[src/rtl/rvv_backend_dispatch_vreg_scoreboard_pkg.sv]
// Shared types and constants for the dispatch vector-register scoreboard.
// Optional feature macro used by the top: RVV_SB_WB_BYPASS_EN.
package rvv_backend_dispatch_vreg_scoreboard_pkg;

  localparam int VREG_NUM         = 32;
  localparam int V0_INDEX         = 0;
  localparam int SB_CNT_W_DEFAULT = 3;

  typedef enum logic {
    XRF = 1'b0,
    VRF = 1'b1
  } W_TYPE_t;

  typedef struct packed {
    logic [4:0] vd_index;
    logic       vs3_valid;
    logic [4:0] vs1_index;
    logic       vs1_valid;
    logic [4:0] vs2_index;
    logic       vs2_valid;
    logic       vm;
  } SUC_UOP_RAW_t;

  typedef struct packed {
    logic vd_wait;
    logic vs1_wait;
    logic vs2_wait;
    logic v0_wait;
  } RAW_UOP_UOP_t;

  typedef struct packed {
    logic [4:0] w_index;
    W_TYPE_t    w_type;
  } SB_DISP_t;

  function automatic int cnt_max(input int width);
    return (1 << width) - 1;
  endfunction

endpackage

[src/rtl/rvv_backend_dispatch_vreg_scoreboard_sb_entry.sv]
// One pending-write counter: same-cycle inc/dec in signed arithmetic,
// clamped at zero with an underflow pulse; flush empties it.
module rvv_backend_dispatch_sb_entry #(
  parameter int SB_CNT_W = 3,
  parameter int INC_W    = 2,
  parameter int DEC_W    = 3
) (
  input  logic                clk,
  input  logic                rst,
  input  logic                flush,
  input  logic [INC_W-1:0]    inc,
  input  logic [DEC_W-1:0]    dec,
  output logic [SB_CNT_W-1:0] cnt,
  output logic                underflow
);

  localparam int MAX_W = (SB_CNT_W > INC_W) ? ((SB_CNT_W > DEC_W) ? SB_CNT_W : DEC_W)
                                            : ((INC_W > DEC_W) ? INC_W : DEC_W);
  localparam int SUM_W = MAX_W + 2;
  localparam logic signed [SUM_W-1:0] CNT_MAX = SUM_W'((1 << SB_CNT_W) - 1);

  logic signed [SUM_W-1:0] net;
  logic [SB_CNT_W-1:0]     cnt_d, cnt_q;

  function automatic logic [SB_CNT_W-1:0] sat_count(input logic signed [SUM_W-1:0] v);
    if (v < 0) return '0;
    if (v > CNT_MAX) return CNT_MAX[SB_CNT_W-1:0];
    return v[SB_CNT_W-1:0];
  endfunction

  always_comb begin
    net       = $signed(SUM_W'(cnt_q)) + $signed(SUM_W'(inc)) - $signed(SUM_W'(dec));
    underflow = ~flush & (net < 0);
    cnt_d     = flush ? '0 : sat_count(net);
  end

  always_ff @(posedge clk) begin
    if (rst) cnt_q <= '0;
    else     cnt_q <= cnt_d;
  end

  assign cnt = cnt_q;

endmodule

[src/rtl/rvv_backend_dispatch_vreg_scoreboard.sv]
// Per-VRF pending-write scoreboard: source wait flags, in-order dispatch throttle,
// writeback retire. RVV_SB_WB_BYPASS_EN lets same-cycle writebacks clear waits.
module rvv_backend_dispatch_vreg_scoreboard
  import rvv_backend_dispatch_vreg_scoreboard_pkg::*;
#(
  parameter int DISPATCH_NUM = 2,
  parameter int WB_NUM       = 4,
  parameter int SB_CNT_W     = SB_CNT_W_DEFAULT
) (
  input  logic                     clk,
  input  logic                     rst,
  input  logic                     flush,
  input  SUC_UOP_RAW_t             query_uop [DISPATCH_NUM],
  output RAW_UOP_UOP_t             query_wait [DISPATCH_NUM],
  input  logic [DISPATCH_NUM-1:0]  disp_valid,
  output logic [DISPATCH_NUM-1:0]  disp_ready,
  input  SB_DISP_t                 disp_w [DISPATCH_NUM],
  input  logic [WB_NUM-1:0]        wb_valid,
  input  logic [WB_NUM-1:0][4:0]   wb_w_index,
  output logic [VREG_NUM-1:0]      busy,
  output logic                     sb_err
);

  localparam int INC_W = $clog2(DISPATCH_NUM + 1);
  localparam int DEC_W = $clog2(WB_NUM + 1);
  localparam int CHK_W = SB_CNT_W + INC_W + 1;
  localparam logic [CHK_W-1:0] CNT_MAX = CHK_W'(cnt_max(SB_CNT_W));

  logic [SB_CNT_W-1:0]     cnt [VREG_NUM];
  logic [INC_W-1:0]        inc [VREG_NUM];
  logic [DEC_W-1:0]        dec [VREG_NUM];
  logic [VREG_NUM-1:0]     underflow;
  logic [DISPATCH_NUM-1:0] fire;
  logic                    sb_err_d, sb_err_q;

  function automatic logic pending(input logic [4:0] idx);
`ifdef RVV_SB_WB_BYPASS_EN
    localparam int CMP_W = (SB_CNT_W > DEC_W) ? SB_CNT_W : DEC_W;
    return CMP_W'(cnt[idx]) > CMP_W'(dec[idx]);
`else
    return cnt[idx] != '0;
`endif
  endfunction

  // Acceptance is checked against counters before this cycle's retires.
  always_comb begin : accept
    logic             chain;
    logic [INC_W-1:0] same;
    logic [CHK_W-1:0] need;
    chain = ~flush;
    same  = '0;
    need  = '0;
    for (int i = 0; i < DISPATCH_NUM; i++) begin
      same = '0;
      for (int k = 0; k < i; k++) begin
        if (disp_w[k].w_type == VRF && disp_w[k].w_index == disp_w[i].w_index)
          same = same + INC_W'(1);
      end
      need          = CHK_W'(cnt[disp_w[i].w_index]) + CHK_W'(same) + CHK_W'(1);
      chain         = chain & ((disp_w[i].w_type != VRF) | (need <= CNT_MAX));
      disp_ready[i] = chain;
    end
  end

  assign fire = disp_valid & disp_ready;

  always_comb begin : inc_dec
    for (int r = 0; r < VREG_NUM; r++) begin
      inc[r] = '0;
      dec[r] = '0;
    end
    for (int i = 0; i < DISPATCH_NUM; i++) begin
      if (fire[i] && disp_w[i].w_type == VRF)
        inc[disp_w[i].w_index] = inc[disp_w[i].w_index] + INC_W'(1);
    end
    for (int j = 0; j < WB_NUM; j++) begin
      if (wb_valid[j])
        dec[wb_w_index[j]] = dec[wb_w_index[j]] + DEC_W'(1);
    end
  end

  always_comb begin : query
    for (int i = 0; i < DISPATCH_NUM; i++) begin
      query_wait[i]          = '0;
      query_wait[i].vs1_wait = query_uop[i].vs1_valid & pending(query_uop[i].vs1_index);
      query_wait[i].vs2_wait = query_uop[i].vs2_valid & pending(query_uop[i].vs2_index);
      query_wait[i].vd_wait  = query_uop[i].vs3_valid & pending(query_uop[i].vd_index);
      query_wait[i].v0_wait  = ~query_uop[i].vm & pending(5'(V0_INDEX));
    end
  end

  for (genvar r = 0; r < VREG_NUM; r++) begin : g_entry
    rvv_backend_dispatch_sb_entry #(
      .SB_CNT_W (SB_CNT_W),
      .INC_W    (INC_W),
      .DEC_W    (DEC_W)
    ) u_entry (
      .clk       (clk),
      .rst       (rst),
      .flush     (flush),
      .inc       (inc[r]),
      .dec       (dec[r]),
      .cnt       (cnt[r]),
      .underflow (underflow[r])
    );
    assign busy[r] = |cnt[r];
  end

  // Sticky: flush leaves it set so stale writebacks stay visible.
  assign sb_err_d = sb_err_q | (|underflow);

  always_ff @(posedge clk) begin
    if (rst) sb_err_q <= 1'b0;
    else     sb_err_q <= sb_err_d;
  end

  assign sb_err = sb_err_q;

endmodule

[config.mk]
export PLATFORM = sky130hd
export DESIGN_NAME = rvv_backend_dispatch_vreg_scoreboard
export DESIGN_NICKNAME = d
export VERILOG_FILES = /design/src/rtl/rvv_backend_dispatch_vreg_scoreboard_pkg.sv /design/src/rtl/rvv_backend_dispatch_vreg_scoreboard_sb_entry.sv /design/src/rtl/rvv_backend_dispatch_vreg_scoreboard.sv
export SDC_FILE = /design/constraint.sdc
export NUM_CORES = 1
export LEC_CHECK = 0
export BUFFER_PORTS_ARGS = -buffer_cell sky130_fd_sc_hd__buf_2
export CAP_MARGIN = 20
export CORE_MARGIN = 2
export CORE_UTILIZATION = 33
export CTS_CLUSTER_SIZE = 28
export DETAILED_ROUTE_END_ITERATION = 8
export GPL_TIMING_DRIVEN = 0
export HOLD_SLACK_MARGIN = 0.02
export PLACE_DENSITY_LB_ADDON = 0.05
export SETUP_SLACK_MARGIN = 0.2
export SLEW_MARGIN = 20
export SYNTH_ARGS = -nofsm -noshare
export SYNTH_HDL_FRONTEND = slang
export SYNTH_SLANG_ARGS = --single-unit
[constraint.sdc]
create_clock -name clk -period 9.3 [get_ports clk]
set_clock_uncertainty 0.2 [all_clocks]
set_input_delay 0.465 -clock clk [delete_from_list [all_inputs] [get_ports clk]]
set_output_delay 0.465 -clock clk [all_outputs]
set_load 0.05 [all_outputs]
==> results.md <==
- Final wirelength: approximately 91000 µm
- Crit path max-delay cell type: a21oi_1
- Rel. slew slack: about 17%
- Placed cell count: approximately 3100
- Die W: 239 µm
- Critical Path RT: 9430 ps
- Hold crit path type: flip-flop to flip-flop
- Core footprint: ~0.055 mm²
- Largest net degree at the start of global routing: 19
- Post-layout power: 5.59 mW
- Post-Route Utilization: between 30% and 40%
- Count of final setup violators: 0
- CP max stage delay: 610 ps
- Max H-tree Level: 3
- I/O pin total: ~120
- DR pass1 iterations: 6
- Outcome: finished clean
- CTS root buf: clkbuf_16
- Post-Syn Area: 0.0182 mm²
- Gpl congestion: around 1
- Buf/Inv on CP: 7
- Yosys cell types: 91
- Synth area leader: mux4_2
- CTS tree: yes
- CTS Buffer Depth: 2
- Clock tree sinks: 97
- Vias in the first global route: around 18000
- Post-layout instance area: around 0.020 mm²
- Leakage power: around 8 nW
- Initial antenna violation count: 3
- Clock-pin slew on the worst setup and hold paths: 80 ps
- Final period util: between 90% and 100%
- Syn avg cell area: 7.91 µm²
- Measured slew at the worst slew-check pin: 1240 ps
- Fin crit period: 9010 ps
- Worst setup EP type: flip-flop
- PD cells: 277 mW/mm²
- First-pass GRT wire length: between 100000 and 150000 µm
- Final nets: between 2000 and 3000
- Largest cells by area after synthesis: mux4_2, ha_1, dfxtp_1, fa_1, a21oi_1
- Crit path DAT: approximately 9100 ps
- Startpoint types: primary input
- Most Frequent Cell on Critical Path: clkbuf_4
- Yosys reg bits: 97
- Cts bufs inserted: 9
- Port bufs: 94
- DR vias/cell: just over 6
- Critical path type: primary input to flip-flop
- Synth top area share: about 12%
- Max-Cap Viols: 0
- DR iter-0 viols: between 1500 and 2000
- Row count: between 80 and 90
- Finished Layout Cells: 3119
- Total track usage: between 30% and 40%
- Die H: between 200 and 250 µm
- Wire length per cell: approximately 29 µm
- Grt ovf: 0
- Synth-to-layout area growth: 10.9%
- Cell family with most CP delay: compound AO/OA/AOI/OAI gates
- Die area: 0.0570 mm²
- Area after DPL: a little under 0.02 mm²
- Slew Viols, Final: 0
- Asr flop ratio synth: 0%
- F_max: about 110 MHz
- Synth warn: 0
- RSZ-0062 raised after global routing: false
- CP Max Fanout: 10
- Post-Syn Nets: ~2600
- Via count: 18800
- Remaining antenna violation count after routing: 0
- Sequential fraction of the synthesis area: between 10% and 20%
- Post-DP HPWL: about 76000 µm
- Top_reg_cell synth: dfxtp_1
- Share of cells above drive strength 1: 14.7%
- Number of synthesized flops with an enable pin: 0
- Initial core utilization: about 33%
- Clk_lat worst skew: around 400 ps
- Post-Synthesis Cells: ~2300
- Max VDD drop: between 0.2 and 0.3 mV
- DRC errors left: 0
- Hold Violations, Final: 0
==> cells in the mapped netlist (15+ instances only) <==
| cell type | instances |
|---|---|
| o22ai_1 | 44 |
| fa_1 | 96 |
| nand3_1 | 71 |
| dfxtp_1 | 97 |
| nor3b_1 | 22 |
| a31oi_1 | 44 |
| a211oi_1 | 28 |
| clkbuf_1 | 111 |
| nand2b_1 | 30 |
| nor3_1 | 54 |
| o21ai_0 | 80 |
| or3_1 | 15 |
| a21oi_1 | 245 |
| xor2_1 | 35 |
| ha_1 | 163 |
| and3_1 | 24 |
| nand2_1 | 153 |
| buf_2 | 23 |
| nor2_1 | 170 |
| a21o_1 | 34 |
| xnor2_1 | 39 |
| o211ai_1 | 23 |
| a31o_2 | 23 |
| mux2i_1 | 34 |
| mux4_2 | 97 |
| inv_1 | 295 |
==> where the power goes <==
group / switching [mW] / leakage (nW) / internal [mW]
Clock: 0.215 / 0.150 / 0.214
Sequential: 0.319 / 0.791 / 0.580
Combinational: 2.66 / 7.07 / 1.59
==> layer usage <==
layer  up-vias  share of wire [%]  track usage [%]
met5         -                  0                0
met4         0                4.4             12.6
met3       150                6.6             3.96
met2       869                 46             50.8
met1      9377                 44             42.9
li1       8446                  -                -
==> through the flow <==
step,worst slack [ps],setup TNS [ps],hold slack [ps]
3_5_place_dp,-1780,-56370,240
5_1_grt,214,0,278
2_1_floorplan,1690,0,334
4_1_cts,233,0,252
3_3_place_gp,-1880,-66340,226
6_report,289,0,258
==> worst register-to-register path, cell delays in order, from the launching register on <==
cell and delay, ps:
dfxtp_1 450, mux4_2 580, a22o_1 200, a221oi_1 270, and3_1 230, o41ai_1 190, or2_2 400, nor2_1 180
nand2_1 70, a21o_1 220, nor3_1 840, clkbuf_1 710, nand3_1 240, fa_1 550, fa_1 470, nor2_1 120
a21oi_1 110, or4_4 640, nor4_1 270, a41o_1 250, a21oi_1 80
==> sequential cells by signal, summed over array words and instances, names as in the netlist <==
register	count
g_entry.u_entry.cnt	96
sb_err	1
==> final cells by class <==
class	count	area [µm²]
inverter	297	1110
multi-input combinational	1756	14800
buffer	146	623
antenna	3	7.51
tap	704	881
clock buffer	9	225
fill	5811	34600
clock inverter	7	82.6
sequential	97	1940
timing repair buffer	100	515
==> repair_timing <==
action / CTS / global route
endpoints found under the hold margin: 1 / 0
setup buffers: 2 / 0
endpoints found under the setup margin: 94 / 5
resized for setup: 20 / 34
hold buffers: 1 / 0
pin swaps: 1 / 0
==> final timing paths <==
| check | end | startpoint | depth (start not counted) | slack, ps |
|---|---|---|---|---|
| setup / recovery | sb_err | wb_valid[1] | 27 | 290 |
| hold / removal | sb_err | sb_err | 2 | 260 |
| setup reg to reg | sb_err | g_entry[0].u_entry.cnt[1] | 20 | 1940 |
| hold reg to reg | sb_err | sb_err | 2 | 260 |
==> cell usage in the layout, fill, tap and decap left out, types with 38 or more instances in the layout <==
| master | synthesis | layout |
|---|---|---|
| inv_1 | 295 | 295 |
| clkbuf_1 | 111 | 100 |
| ha_1 | 163 | 162 |
| o22ai_1 | 44 | 38 |
| mux4_2 | 97 | 97 |
| buf_2 | 23 | 118 |
| a31oi_1 | 44 | 44 |
| dfxtp_1 | 97 | 97 |
| nand3_1 | 71 | 69 |
| xnor2_1 | 39 | 39 |
| fa_1 | 96 | 96 |
| o21ai_0 | 80 | 80 |
| nand2_1 | 153 | 152 |
| nor2_1 | 170 | 170 |
| a21oi_1 | 245 | 238 |
==> kinds of logic after synthesis <==
kind of cell	Yosys count	share of synthesized area, %
fa+ha+maj	259	21.8
flops	97	10.7
compound gates	629	21.6
xor+xnor	76	3.74
mux	135	14.1
buf+inv	444	9.45
simple gates	657	18.5
Power figures use the tool's default switching activity.
